$ cat src/rtl/mm_line_seq.sv
// Line-transfer sequencer: expands a FILL / WB / EVICT line command into a run of
// 32-bit word accesses to main memory, with a no-ack watchdog per word.
module mm_line_seq #(
  parameter int LA_W  = 27,
  parameter int WORDS = 8,
  parameter int TMO   = 255
) (
  input  logic                            clk,
  input  logic                            rst_n,
  input  logic                            req_valid,
  output logic                            req_ready,
  input  logic [1:0]                      req_op,
  input  logic [LA_W-1:0]                 req_fill_la,
  input  logic [LA_W-1:0]                 req_wb_la,
  input  logic [32*WORDS-1:0]             req_wdata,
  output logic                            mm_req,
  output logic                            mm_we,
  output logic [LA_W+$clog2(WORDS)-1:0]   mm_addr,
  output logic [31:0]                     mm_wdata,
  input  logic                            mm_ack,
  input  logic [31:0]                     mm_rdata,
  output logic                            done,
  output logic                            err,
  output logic [32*WORDS-1:0]             fill_data,
  output logic                            busy,
  output logic [1:0]                      state_dbg
);
  localparam int IW = $clog2(WORDS);
  localparam int LW = 32 * WORDS;
  localparam logic [9:0]    TMO_LAST = 10'(TMO - 1);
  localparam logic [IW-1:0] IDX_LAST = IW'(WORDS - 1);

  typedef enum logic [1:0] {
    IDLE = 2'd0,
    WB   = 2'd1,
    FILL = 2'd2,
    DONE = 2'd3
  } state_t;

  state_t          state, state_d;
  logic [1:0]      op_q;
  logic [LA_W-1:0] fill_la_q, wb_la_q;
  logic [LW-1:0]   wdata_q;
  logic [IW-1:0]   idx;
  logic [9:0]      wd_cnt;
  logic            err_q;
  logic            accept, word_ack, last_word, timeout;

  // Handshakes: req_valid/req_ready is a strict valid/ready pair (transfer when both
  // are high on a rising edge); mm_req/mm_ack completes a word when both are high,
  // and mm_ack is ignored whenever mm_req is low.
  always_comb begin
    state_d   = state;
    req_ready = (state == IDLE);
    mm_req    = (state == WB) || (state == FILL);
    mm_we     = (state == WB);
    mm_addr   = '0;
    mm_wdata  = '0;
    accept    = req_ready && req_valid;
    word_ack  = mm_req && mm_ack;
    last_word = (idx == IDX_LAST);
    timeout   = mm_req && !mm_ack && (wd_cnt == TMO_LAST);

    if (state == WB) begin
      mm_addr  = {wb_la_q, idx};
      mm_wdata = wdata_q[32*int'(idx) +: 32];
    end else if (state == FILL) begin
      mm_addr = {fill_la_q, idx};
    end

    case (state)
      IDLE: begin
        if (accept) begin
          case (req_op)
            2'b00:   state_d = DONE;
            2'b01:   state_d = FILL;
            default: state_d = WB;
          endcase
        end
      end
      WB: begin
        if (word_ack && last_word) state_d = (op_q == 2'b11) ? FILL : DONE;
        else if (timeout)          state_d = DONE;
      end
      FILL: begin
        if ((word_ack && last_word) || timeout) state_d = DONE;
      end
      default: state_d = IDLE;
    endcase
  end

  assign done      = (state == DONE);
  assign err       = (state == DONE) && err_q;
  assign busy      = (state != IDLE);
  assign state_dbg = state;

  always_ff @(posedge clk or negedge rst_n) begin
    if (!rst_n) begin
      state     <= IDLE;
      op_q      <= '0;
      fill_la_q <= '0;
      wb_la_q   <= '0;
      wdata_q   <= '0;
      idx       <= '0;
      wd_cnt    <= '0;
      err_q     <= 1'b0;
      fill_data <= '0;
    end else begin
      state <= state_d;
      if (accept) begin
        op_q      <= req_op;
        fill_la_q <= req_fill_la;
        wb_la_q   <= req_wb_la;
        wdata_q   <= req_wdata;
        idx       <= '0;
        wd_cnt    <= '0;
        err_q     <= (req_op == 2'b00);
        // Only commands that will read a line start from a clean buffer.
        if (req_op[0]) fill_data <= '0;
      end else if (word_ack) begin
        wd_cnt <= '0;
        idx    <= last_word ? '0 : idx + 1'b1;
        if (state == FILL) fill_data[32*int'(idx) +: 32] <= mm_rdata;
      end else if (mm_req) begin
        wd_cnt <= wd_cnt + 1'b1;
        if (timeout) err_q <= 1'b1;
      end
    end
  end
endmodule

$ cat config.mk
export PLATFORM = sky130hd
export DESIGN_NAME = mm_line_seq
export DESIGN_NICKNAME = d
export VERILOG_FILES = /design/src/rtl/mm_line_seq.sv
export SDC_FILE = /design/constraint.sdc
export NUM_CORES = 1
export LEC_CHECK = 0
export CAP_MARGIN = 20
export CORE_UTILIZATION = 35
export DETAILED_ROUTE_END_ITERATION = 16
export GPL_ROUTABILITY_DRIVEN = 0
export PLACE_DENSITY_LB_ADDON = 0.2
export SETUP_SLACK_MARGIN = 0.4
export SYNTH_ARGS = -nofsm -noshare
export SYNTH_HDL_FRONTEND = slang
export SYNTH_SLANG_ARGS = --single-unit
$ cat constraint.sdc
create_clock -name clk -period 3.2 [get_ports clk]
set_clock_uncertainty 0.05 [all_clocks]
set_input_delay 0.64 -clock clk [delete_from_list [all_inputs] [get_ports clk]]
set_output_delay 0.64 -clock clk [all_outputs]
set_load 0.1 [all_outputs]
## Yosys cells after proc, flatten, opt, wreduce, memory -nomap -nowiden

Cells that the tools add are included.

- Add/subtract/negate cells: 3
- Equality and inequality tests: 12
- Shift-type cells: 3
- Multiplexer cells: 25
- Reduce and logical (&&, ||, !) cells: 20

Operator list:

| cell | count |
|---|---|
| $mux W256 | 4 |
| $bwmux W256 | 1 |
| $shift A32 B33 Y256 const A | 1 |
| $shiftx A256 B9 Y32 | 1 |
| $shiftx A32 B33 Y256 | 1 |
| $mux W30 | 2 |
| $neg A8 Y33 | 1 |
| $mux W32 | 1 |
| $mux W10 | 3 |
| $add A10 B1 Y10 const B | 1 |
| $eq A10 B8 Y1 const B | 1 |
| $reduce_bool A2 Y1 | 5 |
| $mux W3 | 3 |
| $reduce_and A3 Y1 | 3 |
| $mux W2 | 4 |
| $eq A2 B2 Y1 const B | 3 |
| $logic_and A1 B1 Y1 | 6 |
| $pmux W2 S3 | 1 |
| $mux W1 | 5 |
| $eq A2 B1 Y1 const B | 2 |
| $logic_not A2 Y1 | 2 |
| $ne A2 B1 Y1 const B | 2 |
| $ne A2 B2 Y1 const B | 2 |
| $pmux W2 S2 | 1 |
| other kinds (6) | 7 |

- Flip-flop bits (word level): 584

## Logic depth before layout (Yosys ltp)

Gate-level depths: netlist of the first run.

- Word-level depth: 8
- Gate-level depth with buffers: 13

## Least setup slack after synthesis of the first run

Ideal clock, no wire load.

- Kind: register -> output
- From: reg state[0], in the netlist state_dbg[0]
- To: out mm_wdata[0]
- Arrival: 4,709 ps
- Slack: -2,199 ps
- Cell stages (with the launch flop): 5
- Path buffers: 2
- Cells stage by stage: dfrtp_1 > ha_1 > clkbuf_1 > clkbuf_1 > a21boi_0

- Cells in the longest elaborated chain, start to end: 2

RTL lines:

| element | RTL line | text |
|---|---|---|
| from (decl) | 40 | `state_t state, state_d;` |
| from (signal assigned) | 109 | `state <= state_d;` |
| $eq A2 B1 Y1 | -- |  |
| net mm_we | 17 | `output logic mm_we,` |
| $mux W32 | 64 | `if (state == WB) begin` |
| to (decl) | 19 | `output logic [31:0] mm_wdata,` |

The timed path passes the listed nets, and every way through them passes these cells.

## Worst setup path after layout of the first run

- From: reg idx[0]
- To: out mm_wdata[24]

- Cells in the longest elaborated chain, start to end: 2

RTL lines:

| element | RTL line | text |
|---|---|---|
| from (decl) | 44 | `logic [IW-1:0] idx;` |
| from (signal assigned) | 122 | `idx <= last_word ? '0 : idx + 1'b1;` |
| $shiftx A256 B9 Y32 | 66 | `mm_wdata = wdata_q[32*int'(idx) +: 32];` |
| $mux W32 | 64 |  |

No other way between the ends.

==> metrics.md, run 1 <==
| Metric | Value |
|---|---|
| Status | `complete, no violations` |
| Synth Instances | `2335` |
| Synthesized cell area | `24490 um2` |
| Post-CTS Hold Buffers | `0` |
| Max Used Layer | `met5` |
| Nets | `3342` |
| Pleak | `17.62 nW` |
| Core Area | `68950 um2` |
| Clock Latency Late Sink | `0.61 ns` |
| First-pass GRT wire length | `135900 um` |
| CTS Buffer Depth | `3` |
| Wirelength per Cell | `23.15 um` |
| Crit path kind | `register to output pin` |
| Antenna viol nets, final | `0` |
| Non-Filler Instances | `3975` |
| Average cell area after synthesis | `10.49 um2` |
| Asr flop ratio synth | `100.0%` |
| Final Slew Violations | `0` |
| CP Cell Sequence | `buf_12 > buf_12 > buf_16 > mux4_2 > nand2_2 > a21boi_4 > buf_12` |
| DRC Markers | `0` |
| VDD IR max | `626.8 uV` |
| H-tree Lvls | `3` |
| Worst Path Buf+Inv | `4` |
| CTS tree | `built` |
| GRT overflow | `0` |
| Hold Path Class | `input pin to asynchronous set/reset pin` |
| Routed vias/inst | `5.169` |
| Die Y | `266.5 um` |
| Distinct cells, synth | `50` |
| Root Buffer | `clkbuf_16` |
| Critical Path AT | `2.43 ns` |
| Pwr per Cell Area | `1035 nW/um2` |
| Seq/Total Area, Yosys | `59.66%` |
| Worst hold slack | `0.01051 ns` |
| DRT met1 WL | `36140 um` |
| Pin count of the biggest net entering global routing | `138` |
| Slowest CP cell | `dfrtp_4` |
| Max Cap Viol | `0` |
| Cell family with most CP delay | `buffers and inverters` |
| Post-DP HPWL | `64390 um` |
| # placed instances | `3808` |
| Gr usage total | `25.63%` |
| CTS Buf Count | `67` |
| Via count | `20.55k` |
| Max Freq | `320.8 MHz` |
| Syn nets | `2696` |
| Worst setup SP type | `register` |
| Post-layout min period | `3.117 ns` |
| Vias in the first global route | `21.17k` |
| Worst-path clk slew | `0.06 ns` |
| Setup TNS | `0 ns` |
| Most frequent cells in the layout | `nand2_1 (1002), dfrtp_1 (579), clkdlybuf4s50_1 (346)` |
| Design Power | `37.40 mW` |
| Share of cells above drive strength 1 | `23.74%` |
| Routed wire length on met2 | `45000 um` |
| Slew @ Worst Pin | `0.7762 ns` |
| RSZ-0062 raised after global routing | `true` |
| Synth Flop Type | `dfrtp_1` |
| Initial Utilization | `35.53%` |
| Crit-path max FO | `12` |
| Initial antenna violation count | `27` |
| Most common cell after layout, fill and taps aside | `nand2_1` |
| TritonRoute pass-1 iters | `5` |
| Die W | `266.5 um` |
| WL met3 | `6702 um` |
| Worst endpoint required time | `2.51 ns` |
| Number of synthesized flops with an enable pin | `0` |
| Final setup fails | `0` |
| Row count | `96` |
| Seq cells post-synth | `584` |
| Clock Sinks | `584` |
| Final Hold Fails | `0` |
| CP most frequent cell | `buf_12` |
| CP max stage delay | `0.49 ns` |
| Die area | `71040 um2` |
| Fillers | `6110` |
| Drt initial violations | `1406` |
| Area growth from synthesis to layout | `47.53%` |
| DRT Wirelength | `92020 um` |
| Period utilization | `97.40%` |
| Synth Warn # | `0` |
| Crit end category | `output pin` |
| IO Port Bufs | `673` |
| I/O Pins | `674` |
| Relative slew slack | `48.25%` |
cells by family after synthesis:
logic type               count (synthesis)  synth area share [%]
flip-flops                             584                 59.66
adder cells (fa/ha/maj)                 13                0.6641
multiplexers                            70                 6.140
AND/OR/NAND/NOR                       1093                 17.57
buffers and inverters                  206                 3.714
AO/OA/AOI/OAI                          369                 12.24
metrics by stage:
stage | instance area (um2) | setup slack (ns) | util [%]
floorplan | 25160 | 0.3132 | -
global placement | 32970 | 0.05471 | 47.81
detailed placement | 32970 | 0.01107 | 47.81
CTS | 35870 | 0.04413 | 52.02
global route | 36130 | 0.01465 | 52.40
finish | 36140 | 0.08325 | 52.41
cell usage after synthesis (all sizes together) (6+ instances only):
cell / n / area [um2]
mux4: 64 / 1441
nor3: 6 / 45.04
o21ai: 44 / 235.2
a21oi: 11 / 55.05
inv: 12 / 45.04
buf: 96 / 495.5
a21boi: 32 / 240.2
clkbuf: 97 / 365.4
nand2: 1023 / 3840
nand3: 11 / 55.05
a22o: 266 / 2330
dfrtp: 584 / 14610
nor2: 15 / 56.30
or3: 6 / 37.54
ha: 13 / 162.7
routing by layer:
| layer | GRT usage, % | up-vias |
|---|---|---|
| met2 | 42.50 | 792 |
| li1 | - | 9168 |
| met1 | 31.51 | 10350 |
| met3 | 6.458 | 205 |
| met4 | 11.37 | 30 |
| met5 | 0 | - |
sequential cells by signal, summed over array words and instances, names as in the netlist:
name and count:
op_q 2, fill_data 256, wdata_q 256, idx 3, fill_la_q 27, state_dbg 2, wb_la_q 27, err_q 1
wd_cnt 10
timing repair:
item,in CTS,in global routing
gates resized for setup,53,23
setup endpoints to repair,112,202
buffers inserted,18,5
endpoints found under the hold margin,0,0
pin swaps,21,10
cloned,8,4
cell type report:
cell class	instances	area, um2	share of cell area (%)
Antenna cell	11	27.53	0.07617
Clock buffer	104	2057	5.692
Clock inverter	17	203.9	0.5644
Inverter	13	62.56	0.1731
Multi-Input combinational cell	1545	9812	27.15
Sequential cell	584	14630	40.49
Tap cell	931	1165	3.224
Timing Repair Buffer	770	8178	22.63
path summary, 6_finish.rpt:
check | startpoint | end | slack [ns] | cells after the start
hold reg to reg | wdata_q[74]$_DFFE_PN0P_ | wdata_q[74]$_DFFE_PN0P_ | 0.42 | 2
max in group asynchronous | rst_n | wb_la_q[22]$_DFFE_PN0P_ | 2.06 | 2
hold / removal | rst_n | fill_data[156]$_DFFE_PN0P_ | 0.01 | 1
setup / recovery | idx[0]$_DFFE_PN0N_ | mm_wdata[24] | 0.08 | 7
setup reg to reg | idx[0]$_DFFE_PN0N_ | fill_data[124]$_DFFE_PN0P_ | 0.30 | 10
min in group clk | wdata_q[74]$_DFFE_PN0P_ | wdata_q[74]$_DFFE_PN0P_ | 0.42 | 2
power breakdown:
group          leakage [nW]  internal, mW  switching, mW  total [mW]
Combinational          8.84          6.50           12.0        18.5
Sequential             7.67          9.69           1.41        11.1
Clock                  1.11          4.56           3.20        7.75
Total                  17.6          20.7           16.7        37.4
Power figures use the tool's default switching activity.
==> run 2: changes to the inputs <==
--- a/config.mk
+++ b/config.mk
@@ -9,7 +9,9 @@
 export CORE_UTILIZATION = 35
 export DETAILED_ROUTE_END_ITERATION = 16
 export GPL_ROUTABILITY_DRIVEN = 0
+export GPL_TIMING_DRIVEN = 0
 export PLACE_DENSITY_LB_ADDON = 0.2
+export RECOVER_POWER = 50
 export SETUP_SLACK_MARGIN = 0.4
 export SYNTH_ARGS = -nofsm -noshare
 export SYNTH_HDL_FRONTEND = slang
==> constraint.sdc (replaced) <==
create_clock -name clk -period 3.2 [get_ports clk]
set_clock_uncertainty 0.05 [all_clocks]
set_input_delay 0.64 -clock clk [delete_from_list [all_inputs] [get_ports clk]]
set_output_delay 0.64 -clock clk [all_outputs]
set_load 0.01 [all_outputs]
==> metrics.md, run 2 (synthesized netlist as in run 1, its figures left out) <==
| Metric | Value |
|---|---|
| Status | `complete, no violations` |
| DRT Wirelength | `94660 um (+2.9%)` |
| Setup TNS | `0 ns (unchanged)` |
| Routed vias/inst | `5.184 (+0.31%)` |
| Row count | `96 (unchanged)` |
| Internal Power | `19.86 mW (-4.3%)` |
| Die W | `266.5 um (unchanged)` |
| Critical Path AT | `2.39 ns (-0.04 ns)` |
| Die Y | `266.5 um (unchanged)` |
| Setup crit start | `idx[0]$_DFFE_PN0N_` |
| Post-DP HPWL | `70040 um (+8.8%)` |
| Placed cell area | `32230 um2 (-2.2%)` |
| Pleak | `18.02 nW (+2.3%)` |
| Pwr per Cell Area | `860.6 nW/um2 (-17%)` |
| RSZ-0062 raised after global routing | `true` |
| Area growth from synthesis to layout | `47.09%` |
| Most frequent cells in the layout | `nand2_1 (995), dfrtp_1 (584), clkdlybuf4s50_1 (318)` |
| Relative slew slack | `10.99% (-37 points)` |
| Post-layout min period | `3.082 ns (-0.03478 ns)` |
| Sw power | `11.14 mW (-33%)` |
| Most common cell after layout, fill and taps aside | `nand2_1` |
| Final worst setup slack | `0.1180 ns (+0.03478 ns)` |
| Reg2reg start | `state_dbg[0]$_DFFE_PN0P_` |
| CTS Buffer Depth | `3 (unchanged)` |
| First-pass GRT wire length | `139400 um (+2.5%)` |
| Pin count of the biggest net entering global routing | `118 (-14%)` |
| CTS tree | `built` |
| TritonRoute pass-1 iters | `5 (unchanged)` |
| Clock Latency Late Sink | `0.58 ns (-0.03 ns)` |
| Worst setup path end | `mm_wdata[2]` |
| Worst-path clk slew | `0.06 ns (about the same)` |
| Initial Utilization | `35.53% (unchanged)` |
| Die area | `71040 um2 (unchanged)` |
| Final Slew Violations | `0 (unchanged)` |
| VDD IR max | `352.2 uV (-44%)` |
| Crit path kind | `register to output pin` |
| Antenna viol nets, final | `0 (unchanged)` |
| R2r endpoint | `fill_la_q[13]$_DFFE_PN0P_` |
| Comb power frac | `39.8% (-9.8 points)` |
| Design Power | `31.01 mW (-17%)` |
| R2R Setup Slk | `0.21 ns (-0.09 ns)` |
| Worst R2R Path Depth | `8 (-2)` |
| CTS Buf Count | `67 (unchanged)` |
| Top Registers | `fill_data: 256 flops, wdata_q: 256 flops` |
| DP Worst Slack | `-0.7185 ns (-0.7296 ns)` |
| Max Freq | `324.5 MHz (+1.1%)` |
| H-tree Lvls | `3 (unchanged)` |
| Initial antenna violation count | `12 (-56%)` |
| Root Buffer | `clkbuf_16` |
| Clock Sinks | `584 (unchanged)` |
| I/O Pins | `674 (unchanged)` |
| Max Cap Viol | `0 (unchanged)` |
| Drt initial violations | `1356 (-3.6%)` |
| GRT overflow | `0 (unchanged)` |
| Crit end category | `output pin` |
| Via count | `21.37k (+4.0%)` |
| Crit-path max FO | `5 (-7)` |
| Core Area | `68950 um2 (unchanged)` |
| Seq pwr share | `35.4% (+5.7 points)` |
| Design area | `36030 um2 (-0.30%)` |
| Period utilization | `96.31% (-1.1 points)` |
| Worst endpoint required time | `2.51 ns (about the same)` |
| Final Hold Fails | `0 (unchanged)` |
| Hold path startpoint | `wdata_q[69]$_DFFE_PN0P_` |
| IO Port Bufs | `642 (-4.6%)` |
| Hold Path Class | `register to register` |
| Final setup fails | `0 (unchanged)` |
| Nets | `3488 (+4.4%)` |
| Worst setup SP type | `register` |
| DRC Markers | `0 (unchanged)` |
| Clk pwr share | `24.8% (+4.1 points)` |
| Slew @ Worst Pin | `1.335 ns (+0.5590 ns)` |
| Finished Core Util | `52.26% (-0.16 points)` |
| Vias in the first global route | `22.10k (+4.4%)` |
| Gr usage total | `26.21% (+0.58 points)` |
| Wirelength per Cell | `22.96 um (-0.80%)` |
| Switch share | `35.95% (-8.6 points)` |
| Share of cells above drive strength 1 | `16.26% (-7.5 points)` |
-- run 2: worst min path at each step --
stage | depth (start not counted) | end
after global routing | 3 | fill_data[1]$_DFFE_PN0P_
final | 2 | wdata_q[69]$_DFFE_PN0P_
after CTS | 3 | fill_data[1]$_DFFE_PN0P_
after global placement | 2 | wdata_q[203]$_DFFE_PN0P_
after floorplan | 0 | err_q$_DFFE_PN0P_
after detailed placement | 2 | wdata_q[119]$_DFFE_PN0P_
-- run 2: through the flow --
step / std cells / hold WS [ns]
2_1_floorplan: 2335 / 0.2944
3_3_place_gp: 3908 / 0.4024
3_5_place_dp: 3913 / 0.4072
4_1_cts: 4089 / 0.3729
5_1_grt: 4118 / 0.4291
6_report: 4122 / 0.4193
-- run 2: critical path, cell delays in order, from the launching register on --
cell and delay, ns:
dfrtp_1 0.37, buf_6 0.15, buf_12 0.15, buf_12 0.11, buf_16 0.12, mux4_2 0.55
nand2_2 0.11, a21boi_1 0.07, buf_2 0.16
-- run 2: metal layers --
metal  track usage [%]  vias up  wire length (um)
met2             43.54      925             46530
met3             4.668      172              6381
met4             11.49        4              3842
li1                  -     9479                 -
met5                 0        -                21
met1             33.47    10790             37890
-- run 2: layout make-up --
class	count	area [um2]
tap	931	1165
timing repair buffer	723	7223
clock buffer	99	1978
clock inverter	22	235.2
inverter	13	67.56
fill	6188	32920
antenna	12	30.03
sequential	584	14610
buffer	193	1349
multi-input combinational	1545	9366
-- run 2: power by group through the flow --
stage          combinational (mW)  clock [mW]  sequential (mW)
5_1_grt                      13.3        8.14             11.2
6_report                     12.3        7.69             11.0
2_1_floorplan                5.85           0             10.8
4_1_cts                      12.0        7.82             10.9
3_5_place_dp                 10.6           0             11.1
3_3_place_gp                 10.4           0             11.0
-- run 2: repair_timing --
item                                    in CTS  in global routing
endpoints found under the setup margin     581                587
pin swaps                                   32                 36
cloned                                      10                  4
setup buffers                               44                 17
hold endpoints to repair                    73                  0
hold buffers                                 1                  0
gates resized for setup                    515                139
